===== src/rtl/pc_pkg.sv =====
// Shared types for the PC sequencer: FSM states and redirect kinds.
package pc_pkg;

  typedef enum logic [1:0] {
    BOOT,
    RUN,
    HALT
  } pc_state_e;

  typedef enum logic [2:0] {
    NONE,
    EXC,
    RET,
    CALL,
    JUMP,
    BRANCH
  } redir_e;

endpackage


===== src/rtl/pc_ras.sv =====
// Circular return-address stack; a push onto a full stack overwrites the oldest entry.
module pc_ras #(
  parameter int PC_W      = 16,
  parameter int RAS_DEPTH = 4
) (
  input  logic            i_clk,
  input  logic            i_rst_n,
  input  logic            i_push,
  input  logic            i_pop,
  input  logic            i_flush,
  input  logic [PC_W-1:0] i_push_data,
  output logic [PC_W-1:0] o_top,
  output logic            o_empty,
  output logic            o_full,
  output logic            o_overflow,
  output logic            o_underflow
);

  localparam int PTR_W = $clog2(RAS_DEPTH);
  localparam int CNT_W = PTR_W + 1;

  logic [PC_W-1:0]  mem [RAS_DEPTH];
  logic [PTR_W-1:0] sp;
  logic [CNT_W-1:0] count;

  // sp points at the next free slot, so the top lives one below it.
  assign o_top   = mem[sp - PTR_W'(1)];
  assign o_empty = (count == '0);
  assign o_full  = (count == CNT_W'(RAS_DEPTH));

  always_ff @(posedge i_clk) begin
    if (i_push && !i_flush) begin
      mem[sp] <= i_push_data;
    end
  end

  always_ff @(posedge i_clk or negedge i_rst_n) begin
    if (!i_rst_n) begin
      sp          <= '0;
      count       <= '0;
      o_overflow  <= 1'b0;
      o_underflow <= 1'b0;
    end else begin
      o_overflow  <= 1'b0;
      o_underflow <= 1'b0;
      if (i_flush) begin
        count <= '0;
      end else if (i_push) begin
        sp <= sp + PTR_W'(1);
        if (o_full) begin
          o_overflow <= 1'b1;
        end else begin
          count <= count + CNT_W'(1);
        end
      end else if (i_pop) begin
        if (o_empty) begin
          o_underflow <= 1'b1;
        end else begin
          sp    <= sp - PTR_W'(1);
          count <= count - CNT_W'(1);
        end
      end
    end
  end

endmodule


===== src/rtl/pc_sequencer.sv =====
// Fetch PC sequencer: BOOT/RUN/HALT control, prioritised redirects and a return-address stack.
module pc_sequencer
  import pc_pkg::*;
#(
  parameter int              PC_W      = 16,
  parameter int unsigned     INC       = 4,
  parameter logic [PC_W-1:0] RESET_VEC = '0,
  parameter logic [PC_W-1:0] EXC_VEC   = 'h0080,
  parameter int              RAS_DEPTH = 4
) (
  input  logic            i_clk,
  input  logic            i_rst_n,
  input  logic            i_fetch_ready,
  output logic            o_fetch_valid,
  output logic [PC_W-1:0] o_pc,
  input  logic            i_branch,
  input  logic            i_jump,
  input  logic            i_call,
  input  logic [PC_W-1:0] i_target,
  input  logic            i_ret,
  input  logic [PC_W-1:0] i_ret_fallback,
  input  logic            i_exc,
  input  logic            i_halt,
  input  logic            i_resume,
  output logic            o_ras_empty,
  output logic            o_ras_full,
  output logic            o_ras_overflow,
  output logic            o_ras_underflow
);

  localparam logic [PC_W-1:0] INC_V = PC_W'(INC);

  pc_state_e       state;
  redir_e          redir;
  logic [PC_W-1:0] pc_inc;
  logic [PC_W-1:0] redir_target;
  logic [PC_W-1:0] ras_top;

  assign pc_inc = o_pc + INC_V;

  // Only an exception is honoured outside RUN; the rest obey fixed priority.
  always_comb begin
    redir = NONE;
    if (i_exc) begin
      redir = EXC;
    end else if (state == RUN) begin
      if (i_ret)         redir = RET;
      else if (i_call)   redir = CALL;
      else if (i_jump)   redir = JUMP;
      else if (i_branch) redir = BRANCH;
    end
  end

  always_comb begin
    redir_target = pc_inc;
    case (redir)
      EXC:                 redir_target = EXC_VEC;
      RET:                 redir_target = o_ras_empty ? i_ret_fallback : ras_top;
      CALL, JUMP, BRANCH:  redir_target = i_target;
      default:             redir_target = pc_inc;
    endcase
  end

  pc_ras #(
    .PC_W      (PC_W),
    .RAS_DEPTH (RAS_DEPTH)
  ) u_ras (
    .i_clk       (i_clk),
    .i_rst_n     (i_rst_n),
    .i_push      (redir == CALL),
    .i_pop       (redir == RET),
    .i_flush     (redir == EXC),
    .i_push_data (pc_inc),
    .o_top       (ras_top),
    .o_empty     (o_ras_empty),
    .o_full      (o_ras_full),
    .o_overflow  (o_ras_overflow),
    .o_underflow (o_ras_underflow)
  );

  // A redirect cancels the current fetch and wins over halt and fetch-ready.
  always_ff @(posedge i_clk or negedge i_rst_n) begin
    if (!i_rst_n) begin
      state         <= BOOT;
      o_pc          <= RESET_VEC;
      o_fetch_valid <= 1'b0;
    end else if (redir != NONE) begin
      state         <= RUN;
      o_pc          <= redir_target;
      o_fetch_valid <= 1'b1;
    end else begin
      case (state)
        BOOT: begin
          state         <= RUN;
          o_fetch_valid <= 1'b1;
        end
        RUN: begin
          if (o_fetch_valid && i_fetch_ready) begin
            o_pc <= pc_inc;
          end
          if (i_halt) begin
            state         <= HALT;
            o_fetch_valid <= 1'b0;
          end
        end
        HALT: begin
          if (i_resume) begin
            state         <= RUN;
            o_fetch_valid <= 1'b1;
          end
        end
        default: begin
          state         <= BOOT;
          o_fetch_valid <= 1'b0;
        end
      endcase
    end
  end

endmodule


===== config.mk =====
export PLATFORM = sky130hd
export DESIGN_NAME = pc_sequencer
export DESIGN_NICKNAME = d
export VERILOG_FILES = /design/src/rtl/pc_pkg.sv /design/src/rtl/pc_ras.sv /design/src/rtl/pc_sequencer.sv
export SDC_FILE = /design/constraint.sdc
export NUM_CORES = 1
export LEC_CHECK = 0
export ABC_CLOCK_PERIOD_IN_PS = 3400
export BUFFER_PORTS_ARGS = -buffer_cell sky130_fd_sc_hd__buf_2
export CAP_MARGIN = 20
export CORE_MARGIN = 8
export CORE_UTILIZATION = 57
export DETAILED_ROUTE_END_ITERATION = 6
export PLACE_DENSITY = 0.78
export SYNTH_ARGS = -nofsm -noshare
export SYNTH_HDL_FRONTEND = slang
export SYNTH_HIERARCHICAL = 1
export SYNTH_SLANG_ARGS = --single-unit

===== constraint.sdc =====
create_clock -name i_clk -period 3.4 [get_ports i_clk]
set_clock_uncertainty 0.05 [all_clocks]
set_input_delay 0.51 -clock i_clk [delete_from_list [all_inputs] [get_ports i_clk]]
set_output_delay 0.51 -clock i_clk [all_outputs]
set_load 0.01 [all_outputs]

# After elaboration in Yosys (flattened, before gate mapping)
# Memory sizes are Yosys's and may differ from the RTL's.
# Cells that the tools add are included.
# totals
word_cells	78
reg_bits	26
out_inout_bits	21
inputBits	42
mem_bits_rw	64
memories	1
# mem_list
name	depth	width	read_ports	rd_clocked_by_memory_dff	write_ports	line	source
u_ras.mem	4	16	1	0	1	pc_ras.sv:22	logic [PC_W-1:0] mem [RAS_DEPTH];
# op_classes
mux	36
bitwise_logic	1
n_reduce_logical	15
addsub	5
n_eq_ne	13
# ops
op	count
$mux 16	4
$pmux 16 s3	1
$mux 3	11
$add 16x3->16 const B	1
$mux 1	12
$mux 2	6
$eq 3x3->1 const B	3
$eq 3x2->1 const B	2
$ne 3x3->1 const B	2
$pmux 2 s3	1
$reduce_and 3->1	2
$reduce_bool 2->1	3
$reduce_bool 3->1	2
$reduce_and 2->1	2
$add 3x1->3 const B	1
$eq 3x1->1 const B	1
$logic_not 3->1	1
$ne 3x1->1 const B	1
$ne 3x2->1 const B	1
$pmux 1 s3	1
$reduce_or 3->1	1
$sub 3x1->3 const B	1
$add 2x1->2 const B	1
$eq 2x1->1 const B	1
7 further kinds	8

# Depth between registers and ports, before layout
# Gate-level depths: netlist of run 1.
# logic_depth
word_depth	11
ltp_mapped	11
mapped_depth_nobuf	7

# By module
# The synthesis of run 1 kept the hierarchy.
# modules_own_cells
module	seq_area_each_um2	cells_per_inst	area_per_inst_um2	n_inst
pc_ras	2097.0	138	2851.5	1
pc_sequencer	475.5	197	1590.3	1

# Worst setup path before layout of run 1
# No wires, ideal clock.
# synth_timing
path_type	input-to-reg
from	input port i_exc
to	memory u_ras.mem[0][0], enable pin
cell_stages	7
path_buffers	3
required_time_ns	2.976
setup_ns	0.374
arrival_ns	2.677
setup_slack_ns	0.299
path_cell_list	or3b_2 -> clkbuf_1 -> clkbuf_1 -> nor3b_1 -> buf_2 -> nor2b_1 -> and2_1
# synth_between
elab_chain_len	6
word_cells_on_any_way	7
classes_between	eq/ne (2); mux (3); reduce/logical (2)
# synth_rtl
element	line	source
start, declared	pc_sequencer.sv:22	input logic i_exc,
$mux 3 *	pc_sequencer.sv:44	if (i_exc) begin
$eq 3x1->1	pc_sequencer.sv:72	.i_flush (redir == EXC),
$logic_not 1->1	pc_ras.sv:32	if (i_push && !i_flush) begin
$logic_and 1x1->1 *	pc_ras.sv:32	
$mux 1 *	pc_ras.sv:32	
$mux 1 (implied by the code) *	pc_ras.sv:33	mem[sp] <= i_push_data;
end, declared	pc_ras.sv:22	
# Mark *: on every way between the ends. The rest lies on a longest branch, timed or not.

# Worst setup path in the final report of run 1
# layout_timing
from	register state[0]
to	memory u_ras.mem[3][6], enable pin
# layout_between
elab_chain_len	8
word_cells_on_any_way	9
classes_between	eq/ne (3); mux (4); reduce/logical (2)
# layout_rtl
element	line	source
start, declared	pc_sequencer.sv:33	pc_state_e state;
start signal, assigned	pc_sequencer.sv:84	state <= BOOT;
start signal, assigned	pc_sequencer.sv:88	state <= RUN;
start signal, assigned	pc_sequencer.sv:94	state <= RUN;
$eq 2x1->1 *	pc_sequencer.sv:46	end else if (state == RUN) begin
$mux 3 *	pc_sequencer.sv:46	
$mux 3 *	pc_sequencer.sv:44	
$eq 3x1->1	pc_sequencer.sv:72	
$logic_not 1->1	pc_ras.sv:32	
$logic_and 1x1->1 *	pc_ras.sv:32	
$mux 1 *	pc_ras.sv:32	
$mux 1 (implied by the code) *	pc_ras.sv:33	
# Marks and branches as above.

==> flow_metrics.env, run 1 <==
export IMPL_overflow=0
export IMPL_port_buffers=62
export IMPL_clock_sinks=90
export IMPL_crit_path_end_kind="flop"
export IMPL_dr_first_iter_drc_count=217
export IMPL_regArea_um2=2570
export IMPL_slowest_stage="or3b_2"
export IMPL_synth_distinct_cells=56
export IMPL_dp_hpwl_um=7750
export IMPL_synth_common_cells="edfxtp_1 (64), nor2_1 (32), dfrtp_1 (26), a21oi_1 (17), mux2i_1 (16)"
export IMPL_p_sw_share_pct=30.9
export IMPL_drcViolationCount=0
export IMPL_dr_pass1_iters=5
export IMPL_netlist_instances=335
export IMPL_p_per_area_nw_per_um2=568
export IMPL_power_switching_mw=0.882
export IMPL_drive_above_1_share_pct=25.9
export IMPL_gp_congestion=0.822
export IMPL_die_w_um=104
export IMPL_num_rows=32
export IMPL_via_per_inst=6.12
export IMPL_ys_warn_count=6
export IMPL_grt_pass1_wl_um=16600
export IMPL_grt_antenna_before_repair=0
export IMPL_clock_power_share_pct=25.9
export IMPL_cp_required_ps=3400
export IMPL_io_pins=63
export IMPL_multiInputGateArea_um2=1700
export IMPL_clk_pin_slew_ps=90
export IMPL_hold_violations=0
export IMPL_clk_latency_ps=360
export IMPL_ys_seq_area_share_pct=57.9
export IMPL_layout_nets=444
export IMPL_p_int_mw=1.98
export IMPL_wl_um=10700
export IMPL_ctsRootBufferMaster="clkbuf_8"
export IMPL_grt_max_degree=27
export IMPL_grt_pass1_vias=3075
export IMPL_ys_dominant_reg_cell="edfxtp_1"
export IMPL_timing_final_crit_share_pct=77.4
export IMPL_grtUsageTotal_pct=19.7
export IMPL_setup_tns_final_ps=0
export IMPL_postCtsSetupBuffers=0
export IMPL_fp_dieArea_um2=10900
export IMPL_worstPathArrival_ps=2630
export IMPL_start_util_pct=58.1
export IMPL_rsz0062_at_grt="no"
export IMPL_path_class="flop to flop"
export IMPL_cp_cell_sequence="or3b_2 > nor3b_1 > nor2b_1 > and2_1 > buf_4"
export IMPL_cpPeakStageDelay_ps=510
export IMPL_yosys_area_top_type="edfxtp_1"
export IMPL_syn_avg_cell_area_um2=13.3
export IMPL_core_um2=7650
export IMPL_cp_max_fo=16
export IMPL_hold_path_class="input port to asynchronous set/reset pin"
export IMPL_min_period_ps=2630
export IMPL_status="finished, final reports clean"
export IMPL_cts_hold_buffers_added=0
export IMPL_drv_slew=0
export IMPL_syn_num_nets=383
export IMPL_syn_area_um2=4440
export IMPL_leakage_nw=1.97
export IMPL_seqPwrFrac_pct=46.5
export IMPL_h_tree_depth=3
export IMPL_diodes=0
export IMPL_synthArstFlopShare_pct=28.9
export IMPL_cts_resized=0
export IMPL_max_slew_worst_pin_slew_ps=1030
export IMPL_max_freq_ghz=0.380
export IMPL_pwr_share_comb_pct=27.6
export IMPL_max_slew_margin_pct=30.8
export IMPL_area_growth_pct=13.3
export IMPL_ant_nets=0
export IMPL_num_vias=3079
export IMPL_clk_path_buf_depth=2
export IMPL_numCtsBuffers=9
export IMPL_yosysTopAreaCellShare_pct=43.3
export IMPL_setup_violations=0
export IMPL_cp_start_kind="flop"
export IMPL_total_power_mw=2.86
export IMPL_cts_tree="built"
export IMPL_synth_most_common_cell="edfxtp_1"
export IMPL_cap_violations=0
export IMPL_fillers=570
export IMPL_synth_edff_count=64
export IMPL_wl_per_cell_um=21.4
export IMPL_die_h_um=104
export IMPL_peakVddDrop_v=0.000234
export IMPL_ys_ff_latch=90
export IMPL_synthTopCellsByArea="edfxtp_1 (43%), dfrtp_1 (15%), mux4_2 (4.6%)"
cells by family (layout without fill, tap and decap cells):
logic type      Yosys count  count (layout)  share of synthesized area, %
simple gates             95              95                          11.2
flops                    90              90                          57.9
compound gates           53              53                          7.69
mux                      35              35                          13.1
buf+inv                  34             100                          3.89
xor+xnor                 22              22                          4.34
fa+ha+maj                 6               6                          1.86
layer usage:
| layer | up-vias | share of wire (%) | GRT usage [%] |
|---|---|---|---|
| met5 | - | 0 | 0 |
| met3 | 16 | 9.4 | 5.64 |
| met4 | 0 | 1.9 | 7.03 |
| met1 | 1488 | 40 | 25.2 |
| li1 | 1400 | - | - |
| met2 | 175 | 48 | 31.1 |
flip-flops by register name, indices dropped and copies added (netlist names):
| register | count |
|---|---|
| u_ras/count | 3 |
| u_ras/o_overflow | 1 |
| u_ras/o_underflow | 1 |
| u_ras/sp | 2 |
| state | 2 |
| o_pc | 16 |
| o_fetch_valid | 1 |
| u_ras/mem | 64 |
cell type report:
class / instances / share of cell area (%)
Multi-Input combinational cell: 211 / 33.8
Inverter: 12 / 0.895
Clock buffer: 10 / 2.54
Tap cell: 102 / 2.54
Sequential cell: 90 / 51.1
Clock inverter: 6 / 1.44
Timing Repair Buffer: 72 / 7.66
power groups by stage:
stage | clock [mW] | combinational, mW | sequential, mW
6_report | 0.741 | 0.788 | 1.33
4_1_cts | 0.747 | 0.792 | 1.33
2_1_floorplan | 0 | 0.588 | 1.33
3_3_place_gp | 0 | 0.773 | 1.35
5_1_grt | 0.788 | 0.847 | 1.34
3_5_place_dp | 0 | 0.785 | 1.35
final timing paths:
| kind | startpoint | end | slack (ps) | cells after the start |
|---|---|---|---|---|
| max | state[0]$_DFFE_PN0P_ | u_ras/mem[3][6]$_DFFE_PP_ | 770 | 5 |
| min | i_rst_n | o_pc[0]$_DFFE_PN0P_ | 100 | 1 |
| max reg2reg | state[0]$_DFFE_PN0P_ | u_ras/mem[3][6]$_DFFE_PP_ | 770 | 5 |
| min reg2reg | o_pc[0]$_DFFE_PN0P_ | u_ras/mem[2][0]$_DFFE_PP_ | 520 | 0 |
| max in group asynchronous | i_rst_n | o_pc[7]$_DFFE_PN0P_ | 2770 | 1 |
| min in group i_clk | i_target[1] | o_pc[1]$_DFFE_PN0P_ | 360 | 3 |
placed cells by master, fill, tap and decap left out, drive strengths merged, types with 2 or more instances in the layout:
cell / n
a21o: 2
a21oi: 17
a221oi: 4
and2: 5
and3: 2
buf: 72
clkbuf: 10
clkinv: 2
dfrtp: 26
edfxtp: 64
ha: 5
inv: 14
mux2: 3
mux2i: 16
mux4: 16
nand2: 11
nand3: 11
nand4: 5
nor2: 32
nor2b: 3
nor3: 8
nor3b: 2
nor4: 4
o211ai: 3
o21ai: 6
o22ai: 10
o311ai: 2
or4: 2
xnor2: 15
xor2: 7
through the flow:
step / cell area [um2] / setup slack [ps] / instances / hold slack (ps) / util [%]
5_1_grt: 5030 / 594 / 503 / 144 / 65.8
6_report: 5030 / 769 / 503 / 100 / 65.8
3_5_place_dp: 4830 / 580 / 487 / 505 / 63.2
2_1_floorplan: 4440 / 299 / 335 / 164 / -
4_1_cts: 5030 / 806 / 503 / 128 / 65.8
3_3_place_gp: 4830 / 692 / 487 / 485 / 63.2
critical path: cells and delay by family, from the launching register on:
family,cells,cell delay [ps]
DFF,1,470
buffers and inverters,1,260
and+or+nand+nor,4,1530
(Power assumes the default switching activity.)
==> run 2, diff against run 1 <==
ABC_CLOCK_PERIOD_IN_PS = 2350   (was 3400)
CORE_UTILIZATION = 52   (was 57)
PLACE_DENSITY = 0.75   (was 0.78)
clock period = 2.35 ns   (was 3.4 ns; I/O delays follow)
==> flow_metrics.env, run 2 (synthesis gave the netlist of run 1 again) <==
export IMPL_final_cell_mix="edfxtp_1 (64), buf_2 (62), nor2_1 (32)"
export IMPL_total_power_mw=4.10
export IMPL_peakVddDrop_v=0.000423
export IMPL_setup_violations=0
export IMPL_reg_top3="u_ras/mem: 64 flops, o_pc: 16 flops, u_ras/count: 3 flops"
export IMPL_num_vias=3031
export IMPL_drv_slew=0
export IMPL_path_class="flop to flop"
export IMPL_startpoint="state[1]$_DFFE_PN0P_"
export IMPL_largest_reg_flops=64
export IMPL_max_freq_ghz=0.457
export IMPL_hold_depth=3
export IMPL_postCtsSetupBuffers=0
export IMPL_cap_violations=0
export IMPL_setup_tns_final_ps=0
export IMPL_final_cells=518
export IMPL_cp_required_ps=2600
export IMPL_hold_start="i_target[1]"
export IMPL_dp_cells=501
export IMPL_fin_util_pct=62.5
export IMPL_numCtsBuffers=9
export IMPL_clk_pin_slew_ps=90
export IMPL_dp_hpwl_um=7810
export IMPL_grt_max_degree=27
export IMPL_fp_dieArea_um2=11800
export IMPL_reg2reg_slack_ps=160
export IMPL_r2r_end="u_ras/count[1]$_DFFE_PN0P_"
export IMPL_r2r_cells=5
export IMPL_grtUsageTotal_pct=19.3
export IMPL_final_common_cell="edfxtp_1"
export IMPL_layout_nets=456
export IMPL_die_w_um=108
export IMPL_max_slew_worst_pin_slew_ps=646
export IMPL_p_per_area_nw_per_um2=794
export IMPL_via_per_inst=5.85
export IMPL_gp_congestion=0.787
export IMPL_cts_tree="built"
export IMPL_ant_nets=0
export IMPL_area_growth_pct=16.2
export IMPL_hold_path_class="input port to flop"
export IMPL_wl_um=10900
export IMPL_h_tree_depth=3
export IMPL_clock_sinks=90
export IMPL_core_um2=8260
export IMPL_drcViolationCount=0
export IMPL_overflow=0
export IMPL_cp_max_fo=6
export IMPL_leakage_nw=2.04
export IMPL_max_slew_margin_pct=56.9
export IMPL_dr_pass1_iters=5
export IMPL_diodes=0
export IMPL_io_pins=63
export IMPL_drive_above_1_share_pct=29.3
export IMPL_wl_per_cell_um=21.0
export IMPL_cp_cell_sequence="or3b_4 > nor3b_4 > fa_1 > a221oi_2 > o21a_1"
export IMPL_crit_path_end_kind="flop"
export IMPL_dr_first_iter_drc_count=179
export IMPL_grt_pass1_wl_um=17200
export IMPL_num_rows=33
export IMPL_grt_pass1_vias=3196
export IMPL_clk_latency_ps=360
export IMPL_regMostFlops="u_ras/mem"
export IMPL_worstPathArrival_ps=2440
export IMPL_worstReg2RegStart="state[1]$_DFFE_PN0P_"
export IMPL_hold_violations=0
export IMPL_slowest_stage="fa_1"
export IMPL_path_buf_inv=0
export IMPL_whs_endpoint="o_pc[1]$_DFFE_PN0P_"
export IMPL_die_h_um=108
export IMPL_status="finished, final reports clean"
export IMPL_start_util_pct=53.8
export IMPL_cpPeakStageDelay_ps=510
export IMPL_ctsRootBufferMaster="clkbuf_8"
export IMPL_clk_path_buf_depth=2
export IMPL_grt_antenna_before_repair=0
export IMPL_rsz0062_at_grt="no"
export IMPL_timing_final_crit_share_pct=93.1
export IMPL_cp_start_kind="flop"
export IMPL_min_period_ps=2190
export IMPL_cp_top_family="simple AND/OR/NAND/NOR gates"
export IMPL_port_buffers=62
run 2: what timing repair did:
action / 4_1_cts / 5_1_grt
hold endpoints to repair: 26 / 0
endpoints found under the setup margin: 0 / 0
resized for setup: 0 / 0
hold buffers: 1 / 0
run 2: per-stage QoR:
step / setup WS (ps) / hold slack, ps / cell area, um2
floorplan: 26.3 / 6.91 / 4510
global placement: 207 / 357 / 4960
detailed placement: 101 / 365 / 4960
CTS: 161 / 199 / 5160
global route: 37.2 / 207 / 5160
finish: 163 / 213 / 5160
run 2: worst max path at each step:
stage | end | slack, ps | cells past startpoint
2_1_floorplan | o_pc[6]$_DFFE_PN0P_ | 30 | 10
3_3_place_gp | u_ras/count[1]$_DFFE_PN0P_ | 210 | 6
3_5_place_dp | u_ras/count[1]$_DFFE_PN0P_ | 100 | 6
4_1_cts | o_pc[5]$_DFFE_PN0P_ | 160 | 8
5_1_grt | o_pc[15]$_DFFE_PN0P_ | 40 | 8
6_report | u_ras/count[1]$_DFFE_PN0P_ | 160 | 5
run 2: power breakdown:
| group | switching (mW) | leakage, nW | internal, mW | total [mW] |
|---|---|---|---|---|
| Clock | 0.525 | 0.0930 | 0.516 | 1.04 |
| Combinational | 0.571 | 1.04 | 0.574 | 1.15 |
| Sequential | 0.0974 | 0.909 | 1.82 | 1.91 |
run 2: final cells by class:
type / instances / area, um2
fillers: 684 / 3100
flip-flops and latches: 90 / 2570
multi-input cells: 211 / 1740
repair buffers: 84 / 478
clock buffers: 11 / 141
well taps: 105 / 131
clock inverters: 5 / 53.8
inverters: 12 / 45.0
run 2: metal layers:
layer	track usage [%]	vias up	wire [um]
li1	-	1423	-
met5	0	-	0
met3	3.57	11	605
met1	24.5	1510	4550
met4	7.33	0	163
met2	32.2	87	5550
run 2: tightest hold or removal path: stages:
cell      delay (ps)
buf_2             80
a221oi_1          60
nor2_1            80
==> run 3, diff against run 2 <==
ABC_CLOCK_PERIOD_IN_PS = 1900   (was 2350)
clock period = 1.9 ns   (was 2.35 ns; I/O delays follow)
==> flow_metrics.env, run 3 (synthesis gave the netlist of run 1 again) <==
export IMPL_via_per_inst=6.05
export IMPL_max_slew_worst_pin_slew_ps=702
export IMPL_fp_dieArea_um2=11800
export IMPL_grt_max_degree=27
export IMPL_drcViolationCount=0
export IMPL_port_buffers=62
export IMPL_final_common_cell="edfxtp_1"
export IMPL_overflow=0
export IMPL_die_h_um=108
export IMPL_status="complete, but fails checks"
export IMPL_setup_violations=83
export IMPL_cts_tree="built"
export IMPL_ant_nets=0
export IMPL_largest_reg_flops=64
export IMPL_grtUsageTotal_pct=21.3
export IMPL_area_growth_pct=26.8
export IMPL_dr_first_iter_drc_count=271
export IMPL_diodes=0
export IMPL_reg2reg_slack_ps=-170
export IMPL_worstReg2RegStart="u_ras/sp[0]$_DFFE_PN0P_"
export IMPL_cap_violations=0
export IMPL_r2r_end="o_pc[13]$_DFFE_PN0P_"
export IMPL_dpl_cell_area_um2=5200
export IMPL_regMostFlops="u_ras/mem"
export IMPL_num_vias=3358
export IMPL_clk_path_buf_depth=2
export IMPL_grt_pass1_wl_um=18900
export IMPL_hold_start="i_target[1]"
export IMPL_path_class="flop to flop"
export IMPL_rsz0062_at_grt="yes"
export IMPL_dp_hpwl_um=8320
export IMPL_dr_pass1_iters=5
export IMPL_hold_depth=3
export IMPL_max_freq_ghz=0.484
export IMPL_clk_pin_slew_ps=100
export IMPL_clk_latency_ps=360
export IMPL_min_period_ps=2070
export IMPL_gp_congestion=0.857
export IMPL_timing_final_crit_share_pct=109
export IMPL_failed_checks="setup timing"
export IMPL_peakVddDrop_v=0.000528
export IMPL_core_um2=8260
export IMPL_numCtsBuffers=9
export IMPL_reg_top3="u_ras/mem: 64 flops, o_pc: 16 flops, u_ras/count: 3 flops"
export IMPL_cp_required_ps=2100
export IMPL_max_slew_margin_pct=53.2
export IMPL_design_area_um2=5630
export IMPL_finalWorstSetupSlack_ps=-166
export IMPL_final_cell_mix="edfxtp_1 (64), buf_2 (62), buf_4 (44)"
export IMPL_grt_pass1_vias=3455
export IMPL_layout_nets=493
export IMPL_clock_sinks=90
export IMPL_total_power_mw=5.82
export IMPL_crit_path_end_kind="flop"
export IMPL_hold_violations=0
export IMPL_hold_path_class="input port to flop"
export IMPL_wl_per_cell_um=22.3
export IMPL_leakage_nw=2.25
export IMPL_ctsRootBufferMaster="clkbuf_8"
export IMPL_drv_slew=0
export IMPL_start_util_pct=53.8
export IMPL_worstPathArrival_ps=2260
export IMPL_num_rows=33
export IMPL_grt_antenna_before_repair=0
export IMPL_p_per_area_nw_per_um2=1030
export IMPL_whs_endpoint="o_pc[1]$_DFFE_PN0P_"
export IMPL_r2r_cells=9
export IMPL_wl_um=12400
export IMPL_cp_max_fo=7
export IMPL_dp_worst_setup_slack_ps=-171
export IMPL_io_pins=63
export IMPL_die_w_um=108
export IMPL_drive_above_1_share_pct=39.8
export IMPL_cp_start_kind="flop"
export IMPL_hold_ws_ps=108
export IMPL_h_tree_depth=3
export IMPL_startpoint="u_ras/sp[0]$_DFFE_PN0P_"
## run 3: report_power, final
group	internal, mW	switching (mW)	leakage [nW]	total, mW
sequential	2.25	0.0937	0.909	2.34
combinational	1.11	1.01	1.25	2.12
clock	0.625	0.739	0.0950	1.36
total	3.98	1.84	2.25	5.82
## run 3: area by class of cell
type	instances	area, um2
clock buffers	10	128
inverters	12	52.6
flip-flops and latches	90	2570
multi-input cells	214	1850
well taps	105	131
repair buffers	118	823
clock inverters	6	73.8
fillers	605	2630
## run 3: how the worst max path moves through the flow
stage               slack [ps]  cells after the start                    endpoint
global route              -250                      5  u_ras/count[1]$_DFFE_PN0P_
detailed placement        -170                      6  u_ras/count[1]$_DFFE_PN0P_
finish                    -170                      9        o_pc[13]$_DFFE_PN0P_
global placement          -110                      6  u_ras/count[1]$_DFFE_PN0P_
floorplan                 -390                      8  u_ras/count[1]$_DFFE_PN0P_
CTS                       -140                      5  u_ras/count[1]$_DFFE_PN0P_
## run 3: layer usage
metal  GRT usage [%]  up-vias  routed length [um]
met5               0        -                   0
met4            6.84        0                 152
met3            5.06       15                 948
met2            33.7      152                6040
met1            28.4     1692                5230
li1                -     1499                   -
## run 3: what timing repair did
| item | CTS | global route |
|---|---|---|
| hold buffers | 1 | 0 |
| endpoints found under the setup margin | 83 | 86 |
| pin swaps | 7 | 14 |
| cloned | 3 | 1 |
| hold endpoints to repair | 26 | 0 |
| setup buffers | 6 | 3 |
| resized for setup | 19 | 10 |
## run 3: through the flow
| step | utilization (%) | TNS (ps) | cells |
|---|---|---|---|
| global route | 68.2 | -12870 | 555 |
| detailed placement | 63.0 | -7320 | 526 |
| global placement | 63.0 | -4950 | 526 |
| CTS | 67.1 | -4780 | 552 |
| floorplan | - | -25070 | 335 |
| finish | 68.2 | -7110 | 555 |
## run 3: worst max-delay path, stage by stage, from the launching register on
cell and delay, ps:
dfrtp_1 390, buf_6 130, inv_8 30, ha_4 350
buf_6 150, mux4_2 320, mux2i_2 210, nor2_1 70
a21oi_1 150, o22ai_1 100
